===== config.mk =====
export PLATFORM = sky130hd
export DESIGN_NAME = if_fetch
export DESIGN_NICKNAME = d
export VERILOG_FILES = /design/src/rtl/if_fetch.sv
export SDC_FILE = /design/constraint.sdc
export NUM_CORES = 1
export LEC_CHECK = 0
export ABC_AREA = 1
export BUFFER_PORTS_ARGS = -buffer_cell sky130_fd_sc_hd__buf_2
export CAP_MARGIN = 20
export CORE_UTILIZATION = 35
export DETAILED_ROUTE_END_ITERATION = 12
export HOLD_SLACK_MARGIN = 0.06
export MAX_ROUTING_LAYER = met4
export PLACE_DENSITY = 0.53
export SLEW_MARGIN = 20
export SYNTH_ARGS = -nofsm -noshare
export SYNTH_HDL_FRONTEND = slang
export SYNTH_SLANG_ARGS = --single-unit

===== constraint.sdc =====
create_clock -name clk -period 6.7 [get_ports clk]
set_input_delay 2.01 -clock clk [delete_from_list [all_inputs] [get_ports clk]]
set_output_delay 2.01 -clock clk [all_outputs]
set_load 0.02 [all_outputs]

===== src/rtl/if_fetch.sv =====
// -----------------------------------------------------------------------------
// if_fetch -- instruction fetch unit feeding the decode stage.
//
// Owns the fetch program counter. It issues word reads to instruction memory
// over a single-outstanding req/ack handshake and buffers returned words in a
// small prefetch FIFO. It presents {pc, instruction} pairs to decode.
// Decode's PCSrc/PCWre/branch_addr inputs redirect, flush or halt fetch.
//
// Optional feature macro: IF_BYPASS_EN
//   When defined, a word returning into an empty FIFO is also presented to
//   decode combinationally in its ack cycle. If decode takes it there, the
//   word is never written into the FIFO.
//
// Parameters
//   RESET_PC       first fetch address after reset
//   FIFO_DEPTH     prefetch entries (power of two, >= 2)
//
// Ports
//   clk            sole clock, rising edge
//   rst            synchronous active-low reset
//   imem_req_o     memory read request (held until ack)
//   imem_addr_o    word address of the request, bits [1:0] = 0
//   imem_ack_i     request completed, imem_rdata_i valid this cycle
//   imem_rdata_i   returned instruction word
//   inst_valid_o   pc_o / instruction_o carry a valid instruction
//   pc_o           PC of presented instruction (0 when not valid)
//   instruction_o  presented instruction (0 when not valid)
//   id_ready_i     decode accepts the presented instruction this cycle
//   PCSrc_i        take branch_addr_i (qualified by accept)
//   PCWre_i        0 = halt fetch (qualified by accept)
//   branch_addr_i  redirect target, bits [1:0] ignored
//   halted_o       fetch stopped by halt
// -----------------------------------------------------------------------------
module if_fetch #(
   parameter logic [31:0] RESET_PC   = 32'h0000_0000,
   parameter int          FIFO_DEPTH = 2
) (
   input  logic        clk,
   input  logic        rst,
   output logic        imem_req_o,
   output logic [31:0] imem_addr_o,
   input  logic        imem_ack_i,
   input  logic [31:0] imem_rdata_i,
   output logic        inst_valid_o,
   output logic [31:0] pc_o,
   output logic [31:0] instruction_o,
   input  logic        id_ready_i,
   input  logic        PCSrc_i,
   input  logic        PCWre_i,
   input  logic [31:0] branch_addr_i,
   output logic        halted_o
);

   localparam int                PTR_W   = $clog2(FIFO_DEPTH);
   localparam int                CNT_W   = PTR_W + 1;
   localparam logic [CNT_W-1:0] DEPTH_C = CNT_W'(FIFO_DEPTH);

   typedef enum logic [1:0] {
      S_IDLE,
      S_REQ,
      S_DISCARD,
      S_HALTED
   } state_t;

   state_t             r_state;
   logic               r_req;
   logic [31:0]        r_addr;
   logic [31:0]        r_fpc;
   logic               r_halted;

   logic [31:0]        r_fifo_pc   [FIFO_DEPTH];
   logic [31:0]        r_fifo_inst [FIFO_DEPTH];
   logic [PTR_W-1:0]   r_wptr;
   logic [PTR_W-1:0]   r_rptr;
   logic [CNT_W-1:0]   r_count;

   logic               w_head_valid;
   logic               w_bypass;
   logic               w_accept;
   logic               w_halt;
   logic               w_redirect;
   logic               w_bypass_take;
   logic               w_pop;
   logic               w_push;
   logic               w_ack_req;
   logic [31:0]        w_target;
   logic               w_unused;

   // Only the word-aligned part of the branch target is meaningful.
   assign w_unused = &{1'b0, branch_addr_i[1:0]};
   assign w_target = {branch_addr_i[31:2], 2'b00};

   assign w_head_valid = (r_count != '0);
   assign w_ack_req    = (r_state == S_REQ) && imem_ack_i;

`ifdef IF_BYPASS_EN
   // The returning word is shown to decode only when nothing older is queued.
   assign w_bypass = !w_head_valid && w_ack_req;
`else
   assign w_bypass = 1'b0;
`endif

   assign inst_valid_o = w_head_valid || w_bypass;

   // NOTE: every signal assigned in always_comb receives a default first, so
   // no path through the block leaves it unassigned (no inferred latch).
   always_comb begin
      pc_o          = 32'h0;
      instruction_o = 32'h0;
      if (w_head_valid) begin
         pc_o          = r_fifo_pc[r_rptr];
         instruction_o = r_fifo_inst[r_rptr];
      end else if (w_bypass) begin
         pc_o          = r_fpc;
         instruction_o = imem_rdata_i;
      end
   end

   assign w_accept      = inst_valid_o && id_ready_i;
   assign w_halt        = w_accept && !PCWre_i;
   assign w_redirect    = w_accept && PCSrc_i && PCWre_i;
   assign w_bypass_take = w_bypass && id_ready_i;
   // A bypassed word is consumed straight from the bus, so nothing is popped.
   assign w_pop         = w_accept && !w_bypass_take;
   // Returned data is dropped when the same cycle flushes or halts fetch.
   assign w_push        = w_ack_req && !w_halt && !w_redirect && !w_bypass_take;

   assign imem_req_o  = r_req;
   assign imem_addr_o = r_addr;
   assign halted_o    = r_halted;

   // NOTE: the FIFO storage is deliberately not reset. Pointers and count
   // define which entries are live, so a reset of the storage would add
   // logic without changing behaviour.
   always_ff @(posedge clk) begin
      if (w_push) begin
         r_fifo_pc[r_wptr]   <= r_fpc;
         r_fifo_inst[r_wptr] <= imem_rdata_i;
      end
   end

   // NOTE: state registers use non-blocking assignments only. Later
   // assignments in this block (flush) intentionally override earlier
   // ones (push/pop).
   always_ff @(posedge clk) begin
      if (!rst) begin
         r_state  <= S_IDLE;
         r_req    <= 1'b0;
         r_addr   <= RESET_PC;
         r_fpc    <= RESET_PC;
         r_halted <= 1'b0;
         r_wptr   <= '0;
         r_rptr   <= '0;
         r_count  <= '0;
      end else begin
         if (w_push) begin
            r_wptr <= r_wptr + 1'b1;
         end
         if (w_pop) begin
            r_rptr <= r_rptr + 1'b1;
         end
         r_count <= r_count + CNT_W'(w_push) - CNT_W'(w_pop);

         if (w_halt) begin
            // Halt wins over PCSrc. Any outstanding request is abandoned.
            r_state  <= S_HALTED;
            r_req    <= 1'b0;
            r_halted <= 1'b1;
            r_wptr   <= '0;
            r_rptr   <= '0;
            r_count  <= '0;
         end else if (w_redirect) begin
            r_fpc   <= w_target;
            r_wptr  <= '0;
            r_rptr  <= '0;
            r_count <= '0;
            if ((r_state == S_REQ || r_state == S_DISCARD) && !imem_ack_i) begin
               // The old request stays on the bus until memory completes it.
               r_state <= S_DISCARD;
            end else begin
               r_state <= S_IDLE;
               r_req   <= 1'b0;
            end
         end else begin
            case (r_state)
               S_IDLE: begin
                  if (r_count < DEPTH_C) begin
                     r_state <= S_REQ;
                     r_req   <= 1'b1;
                     r_addr  <= r_fpc;
                  end
               end
               S_REQ: begin
                  if (imem_ack_i) begin
                     r_fpc   <= r_fpc + 32'd4;
                     r_state <= S_IDLE;
                     r_req   <= 1'b0;
                  end
               end
               S_DISCARD: begin
                  if (imem_ack_i) begin
                     r_state <= S_IDLE;
                     r_req   <= 1'b0;
                  end
               end
               S_HALTED: begin
                  r_req <= 1'b0;
               end
               default: begin
                  r_state <= S_IDLE;
                  r_req   <= 1'b0;
               end
            endcase
         end
      end
   end

endmodule


==> qor.yml, run 1 <==
outcome:
  result_of_the_run: "complete, no violations"
global_routing:
  grt_antenna_before_repair: 0
  grt_remaining_overflow: 0
  first_pass_grt_wire_length_mm: 31.6
  largest_net_degree_at_the_start_of_global_routing: 63
  track_usage_pct: 17.5
  grt_pass1_vias: 5823
timing:
  clock_skew_after_layout_ps: 12.1
  slew_hr_pct: 30.2
  worst_hold_slack_ps: 466
  worst-slew-pin-transition_ps: 1050
  setup_repair_after_global_routing_missed_its_margin: "false"
  layout_min_cycle_time_ps: 4340
  fin_crit_sh_pct: 64.8
  setup_violations: 0
  fin_tns_setup_ps: 0
  timing.final.ws_setup_ps: 2360
  hold_viol_final: 0
  timing_max_transition_violations_final: 0
  fmax_ghz: 0.230
min_path:
  min_from: "halted_o$_SDFFE_PN0P_"
  hold_depth: 1
  holdCritPathClass: "register to register"
  hold_path_endpoint: "halted_o$_SDFFE_PN0P_"
placement:
  place_area_sq_um: 9310
  io_buffers: 162
  global_placer_s_final_weighted_congestion: 0.813
  dp_hpwl_mm: 13.2
  dp_cell_count: 1344
  detailedPlace.worstSlack_ps: 2330
clock_network:
  worst_skew_pair.late_latency_ps: 420
  ctsHtreeMaxLevel: 4
  cts_tree: "built"
  tritoncts_num_sinks: 193
  clock_path_buffers: 2
  tritoncts.num_buffers: 17
  clock_tree_root: "clkbuf_16"
  clk_pin_slew_ps: 70
  post_cts_hold_buffer_count: 0
  post-cts-setup-buffer-count: 0
  postCtsResizedCells: 0
routing:
  routed-via-count: 6398
  post_drt_via_cell_ratio: 4.65
  drt_drc: 0
  route.detailed.wl_per_inst_microns: 14.8
  detail_route.first_pass.iterations: 4
  totalWireLength_mm: 20.4
  initialDrtViolationCount: 335
  ant_nets: 0
layout:
  final.fill_count: 2313
  multi_input_area_sq_um: 2750
  antennaDiodeCount: 0
  drive_above_1_share_pct: 19.9
  net_total_in_the_final_layout: 1125
  layoutNonFillerInstCount: 1376
  syn2layout_area_growth_pct: 19.9
  finalCoreUtilization_pct: 43.2
  seq_area_sq_um: 5110
  design_area_sq_um: 9870
yosys:
  synth-main-ff-cell: "edfxtp_1"
  ys_async_sr_fraction_pct: 0
  synth_xor_xnor_area_share_pct: 0.319
  ys_warn_count: 0
  post_synth_fa_ha_maj_area_fraction_pct: 0.760
  yosys-top-cells-area: "edfxtp_1, dfxtp_1, nand2_1"
  seq_area_frac_synth_pct: 62.0
  syn-instance-count: 906
  synth_area_per_cell_sq_um: 9.09
  cell_with_the_most_instances_after_synthesis: "nand2_1"
  synth_edf_count: 124
  synth_top_area_share_pct: 45.2
  synth_top_cell_by_area: "edfxtp_1"
  post_synth_instance_area_sq_um: 8230
  synth.mux.area_fraction_pct: 0
  synth_simple_gate_area_share_pct: 20.3
  flip_flop_and_latch_count_after_synthesis: 193
  synth_compound_gate_area_share_pct: 11.7
  ys_top_cells_by_count: "nand2_1, edfxtp_1, a21oi_1"
  dominant_combinational_cell_family_by_area_after_synthesis: "simple AND/OR/NAND/NOR gates"
  ys_types: 30
die:
  pin_count: 169
  initial_core_util_pct: 36.0
  core_area_sq_um: 22800
  rows: 55
  floorplan.die.width_microns: 155
  die_area_sq_um: 24100
  die_h_microns: 155
job:
  cap_viol_max_count: 0
critical_path:
  worstReg2RegEnd: "r_fpc[25]$_SDFFE_PN0P_"
  timing.critical_path.required_ps: 4690
  rr_startpoint: "r_count[1]$_SDFF_PP0_"
  critPathLaunchType: "register"
  worst-r2r-cell-count: 9
  critical_path_startpoint: "r_count[1]$_SDFF_PP0_"
  worst-endpoint-arrival_ps: 2330
  worstSetupPathType: "register to output pin"
  r2r_setup_slack_ps: 3780
  critPathCaptureType: "output pin"
  critical_path.max_fanout: 33
power:
  p_sw_share_pct: 38.7
  power_frac_seq_pct: 40.0
  p_per_area_nw_per_um2: 399
  clock_network_fraction_of_total_power_pct: 25.1
  worst_ir_drop_vdd_mv: 0.282
  power.total_mw: 3.94
  power.leakage_nw: 3.89
  switchingPower_mw: 1.52
  power.share.combinational_pct: 35.0
  intPower_mw: 2.41
[worst max path at each step]
stage                     cells after the start  slack [ps]                     endpoint
after floorplan                               4        1210  r_fifo_inst[1][0]$_DFFE_PP_
after global placement                        8        2360       r_fpc[12]$_SDFFE_PN0P_
after detailed placement                      8        2330       r_fpc[12]$_SDFFE_PN0P_
after CTS                                     4        2270                     pc_o[12]
after global routing                          4        2220                     pc_o[12]
final                                         4        2360                     pc_o[12]
[cell usage in the layout, fill, tap and decap left out, drive strengths merged]
| cell type | instances |
|---|---|
| a211oi | 2 |
| o211a | 2 |
| or2 | 2 |
| nand3 | 42 |
| o21ai | 58 |
| inv | 55 |
| and2 | 1 |
| clkbuf | 18 |
| dfxtp | 69 |
| nor2 | 88 |
| nand4 | 2 |
| a21oi | 120 |
| conb | 4 |
| bufinv | 2 |
| nand2 | 285 |
| o21a | 1 |
| clkinv | 6 |
| o211ai | 2 |
| clkinvlp | 4 |
| ha | 5 |
| xor2 | 3 |
| edfxtp | 124 |
| buf | 168 |
[final cells by class]
| cell class | instances | share of cell area, % |
|---|---|---|
| repair buffers | 168 | 8.67 |
| clock inverters | 14 | 1.39 |
| inverters | 53 | 2.02 |
| flip-flops and latches | 193 | 51.7 |
| well taps | 313 | 3.97 |
| multi-input cells | 617 | 27.9 |
| clock buffers | 18 | 4.35 |
[cell families (layout without fill, tap and decap cells)]
logic type,count (synthesis),after routing
buffers and inverters,99,253
other,1,4
AOI/OAI and AO/OA,185,185
adders and majority gates,5,5
and+or+nand+nor,420,420
DFF,193,193
xor gates and xnor gates,3,3
[state kept, by name, summed over array words and instances (netlist names), named ones only]
signal	count
halted_o	1
imem_addr_o	30
imem_req_o	1
r_count	2
r_fifo_inst	64
r_fifo_pc	60
r_fpc	30
r_rptr	1
r_state	2
r_wptr	1
[critical path: stages (launching register included)]
cell and delay (ps):
dfxtp_1 370, nor2_4 680, buf_4 490, a21oi_1 140, buf_2 190
[power groups by stage]
stage | Clock (mW) | Sequential, mW | Combinational, mW
after detailed placement | 0 | 1.59 | 1.40
after CTS | 1.02 | 1.57 | 1.41
after floorplan | 0 | 1.70 | 0.840
after global placement | 0 | 1.60 | 1.39
after global routing | 1.07 | 1.60 | 1.52
final | 0.986 | 1.57 | 1.38
[layer usage]
layer	track usage (%)	wire length, microns	part of all wire (%)	up-vias
met5	-	0	0	-
met4	4.62	210	1.0	0
met3	3.29	908	4.5	11
met2	27.1	9310	46	147
met1	23.7	9950	49	2935
li1	-	-	-	3305
(Power assumes the default switching activity.)
==> inputs of run 2 (changes only) <==
--- a/config.mk
+++ b/config.mk
@@ -5,7 +5,7 @@
 export SDC_FILE = /design/constraint.sdc
 export NUM_CORES = 1
 export LEC_CHECK = 0
-export ABC_AREA = 1
+export ABC_AREA = 0
 export BUFFER_PORTS_ARGS = -buffer_cell sky130_fd_sc_hd__buf_2
 export CAP_MARGIN = 20
 export CORE_UTILIZATION = 35
==> constraint.sdc (replaced) <==
create_clock -name clk -period 4.1 [get_ports clk]
set_input_delay 1.23 -clock clk [delete_from_list [all_inputs] [get_ports clk]]
set_output_delay 1.23 -clock clk [all_outputs]
set_load 0.02 [all_outputs]
==> qor.yml, run 2 <==
clock_network:
  clk_pin_slew_ps: 80  # was 70 ps
  cts_tree: "built"  # unchanged
  clock_path_buffers: 2  # unchanged
  tritoncts.num_buffers: 17  # unchanged
  worst_skew_pair.late_latency_ps: 430  # was 420 ps
  clock_tree_root: "clkbuf_16"  # unchanged
  post-cts-setup-buffer-count: 0  # unchanged
  post_cts_hold_buffer_count: 0  # unchanged
  tritoncts_num_sinks: 193  # unchanged
  postCtsResizedCells: 0  # unchanged
  ctsHtreeMaxLevel: 4  # unchanged
layout:
  largest-register: "r_fifo_inst"  # unchanged
  layout.cells.most_common: "buf_2"  # was nand2_1
  net_total_in_the_final_layout: 959  # was 1125
  biggestRegsByFlops: "r_fifo_inst: 64 flops, r_fifo_pc: 60 flops"  # unchanged
  antennaDiodeCount: 0  # unchanged
  design_area_sq_um: 10100  # was 9870 sq um
  largest_register_ff_count: 64  # unchanged
  syn2layout_area_growth_pct: 20.7  # was 19.9%
  finalCoreUtilization_pct: 43.0  # was 43.2%
  drive_above_1_share_pct: 25.9  # was 19.9%
  final.fill_count: 2252  # was 2313
  commonest_cells_after_routing_fill_and_taps_aside: "buf_2, edfxtp_1, nand2_1"  # was nand2_1, buf_2, edfxtp_1
routing:
  initialDrtViolationCount: 452  # was 335
  routed-via-count: 6276  # was 6398
  drt_drc: 0  # unchanged
  route.detailed.wl_per_inst_microns: 17.8  # was 14.8 microns
  post_drt_via_cell_ratio: 5.16  # was 4.65
  detail_route.first_pass.iterations: 5  # was 4
  totalWireLength_mm: 21.6  # was 20.4 mm
  ant_nets: 0  # unchanged
yosys:
  flip_flop_and_latch_count_after_synthesis: 193  # unchanged
  seq_area_frac_synth_pct: 61.0  # was 62.0%
  synth.mux.area_fraction_pct: 7.79  # was 0%
  synth_simple_gate_area_share_pct: 15.5  # was 20.3%
  synth_compound_gate_area_share_pct: 11.3  # was 11.7%
  synth-main-ff-cell: "edfxtp_1"  # unchanged
  synth_xor_xnor_area_share_pct: 0.314  # was 0.319%
  synth_edf_count: 124  # unchanged
  synth_top_cell_by_area: "edfxtp_1"  # unchanged
  post_synth_fa_ha_maj_area_fraction_pct: 0.747  # was 0.760%
  synth_top_area_share_pct: 44.5  # was 45.2%
  ys_types: 70  # was 30
  dominant_combinational_cell_family_by_area_after_synthesis: "simple AND/OR/NAND/NOR gates"  # unchanged
  syn-instance-count: 741  # was 906
  cell_with_the_most_instances_after_synthesis: "edfxtp_1"  # was nand2_1
  synth_area_per_cell_sq_um: 11.3  # was 9.09 sq um
  ys_top_cells_by_count: "edfxtp_1, nand2_1, nor2_1"  # was nand2_1, edfxtp_1, a21oi_1
  ys_async_sr_fraction_pct: 0  # unchanged
  post_synth_instance_area_sq_um: 8370  # was 8230 sq um
  yosys-top-cells-area: "edfxtp_1, dfxtp_1, mux2i_1"  # was edfxtp_1, dfxtp_1, nand2_1
  ys_warn_count: 0  # unchanged
power:
  p_per_area_nw_per_um2: 625  # was 399 nW/um^2
  worst_ir_drop_vdd_mv: 0.402  # was 0.282 mV
  power.leakage_nw: 3.62  # was 3.89 nW
critical_path:
  critical_path.max_fanout: 63  # was 33
  worstSetupEndpoint: "pc_o[29]"  # was pc_o[12]
  worst-endpoint-arrival_ps: 1960  # was 2330 ps
  r2r_setup_slack_ps: 1690  # was 3780 ps
  worst-r2r-cell-count: 4  # was 9
  critPathCaptureType: "output pin"  # unchanged
  critical_path_startpoint: "r_count[1]$_SDFF_PP0_"  # unchanged
  worstReg2RegEnd: "r_fpc[18]$_SDFFE_PN0P_"  # was r_fpc[25]$_SDFFE_PN0P_
  worstSetupPathType: "register to output pin"  # unchanged
  critPathLaunchType: "register"  # unchanged
  rr_startpoint: "r_count[1]$_SDFF_PP0_"  # unchanged
  timing.critical_path.required_ps: 2870  # was 4690 ps
global_routing:
  track_usage_pct: 18.2  # was 17.5%
  grt_remaining_overflow: 0  # unchanged
  largest_net_degree_at_the_start_of_global_routing: 64  # was 63
  grt_antenna_before_repair: 0  # unchanged
  grt_pass1_vias: 5699  # was 5823
  first_pass_grt_wire_length_mm: 32.6  # was 31.6 mm
outcome:
  result_of_the_run: "complete, no violations"  # unchanged
die:
  die_h_microns: 157  # was 155 microns
  floorplan.die.width_microns: 157  # was 155 microns
  initial_core_util_pct: 35.7  # was 36.0%
  pin_count: 169  # unchanged
  rows: 56  # was 55
  core_area_sq_um: 23500  # was 22800 sq um
  die_area_sq_um: 24500  # was 24100 sq um
timing:
  layout_min_cycle_time_ps: 3190
  worst_hold_slack_ps: 453  # was 466 ps
  fmax_ghz: 0.314
  clock_skew_after_layout_ps: 13.1  # was 12.1 ps
  setup_repair_after_global_routing_missed_its_margin: "false"  # unchanged
  fin_tns_setup_ps: 0  # unchanged
  setup_violations: 0  # unchanged
  hold_viol_final: 0  # unchanged
  worst-slew-pin-transition_ps: 1150  # was 1050 ps
  slew_hr_pct: 23.3  # was 30.2%
  timing_max_transition_violations_final: 0  # unchanged
  fin_crit_sh_pct: 77.8
placement:
  place_area_sq_um: 9530  # was 9310 sq um
  io_buffers: 162  # unchanged
  dp_hpwl_mm: 13.9  # was 13.2 mm
  global_placer_s_final_weighted_congestion: 0.851  # was 0.813
min_path:
  holdCritPathClass: "register to register"  # unchanged
  hold_depth: 2  # was 1
job:
  cap_viol_max_count: 0  # unchanged
## run 2: how the worst min path moves through the flow
stage                                  from                      endpoint  slack (ps)
4_1_cts        imem_addr_o[20]$_SDFFE_PN0P_  imem_addr_o[20]$_SDFFE_PN0P_         460
5_1_grt        imem_addr_o[20]$_SDFFE_PN0P_  imem_addr_o[20]$_SDFFE_PN0P_         470
2_1_floorplan        r_fpc[12]$_SDFFE_PN0P_    r_fifo_pc[0][12]$_DFFE_PP_         420
3_5_place_dp   imem_addr_o[20]$_SDFFE_PN0P_  imem_addr_o[20]$_SDFFE_PN0P_         440
3_3_place_gp   imem_addr_o[10]$_SDFFE_PN0P_  imem_addr_o[10]$_SDFFE_PN0P_         440
6_report       imem_addr_o[20]$_SDFFE_PN0P_  imem_addr_o[20]$_SDFFE_PN0P_         450
## run 2: worst max-delay path, stage by stage (launching register included)
cell	delay, ps
dfxtp_1	430
nor2_4	150
buf_4	580
nor2_1	130
buf_2	190
## run 2: metrics by stage
stage                     cells  worst slack, ps  total power [mW]
after CTS                  1216              846              6.39
after floorplan             744              269              4.02
after global routing       1216              751              6.67
final                      1216              911              6.31
after detailed placement   1184              951              4.79
after global placement     1184              954              4.78
## run 2: power by group
| part | leakage (nW) | switching (mW) | internal [mW] |
|---|---|---|---|
| Clock | 0.275 | 0.796 | 0.806 |
| Sequential | 1.69 | 0.274 | 2.40 |
| Combinational | 1.65 | 1.36 | 0.682 |
## run 2: per-layer routing
layer | up-vias | global-route usage [%] | wire length [microns] | part of all wire (%)
met3 | 19 | 3.88 | 1170 | 5.4
met1 | 3017 | 24.4 | 10200 | 47
met2 | 216 | 27.8 | 10000 | 46
met5 | - | - | 0 | 0
met4 | 0 | 5.23 | 251 | 1.2
li1 | 3024 | - | - | -
## run 2: cell type report
class	count	area, sq um	share of cell area, %
well taps	319	399	3.95
repair buffers	175	958	9.49
inverters	8	30.0	0.297
clock buffers	17	425	4.21
flip-flops and latches	193	5110	50.6
multi-input cells	489	3040	30.1
clock inverters	15	143	1.41
## run 2: kinds of logic (layout without fill, tap and decap cells)
group	Yosys count	in the layout
xor+xnor	3	3
simple gates	272	272
compound gates	140	140
flops	193	193
mux	65	65
other cells	1	4
fa+ha+maj	5	5
buf+inv	62	215
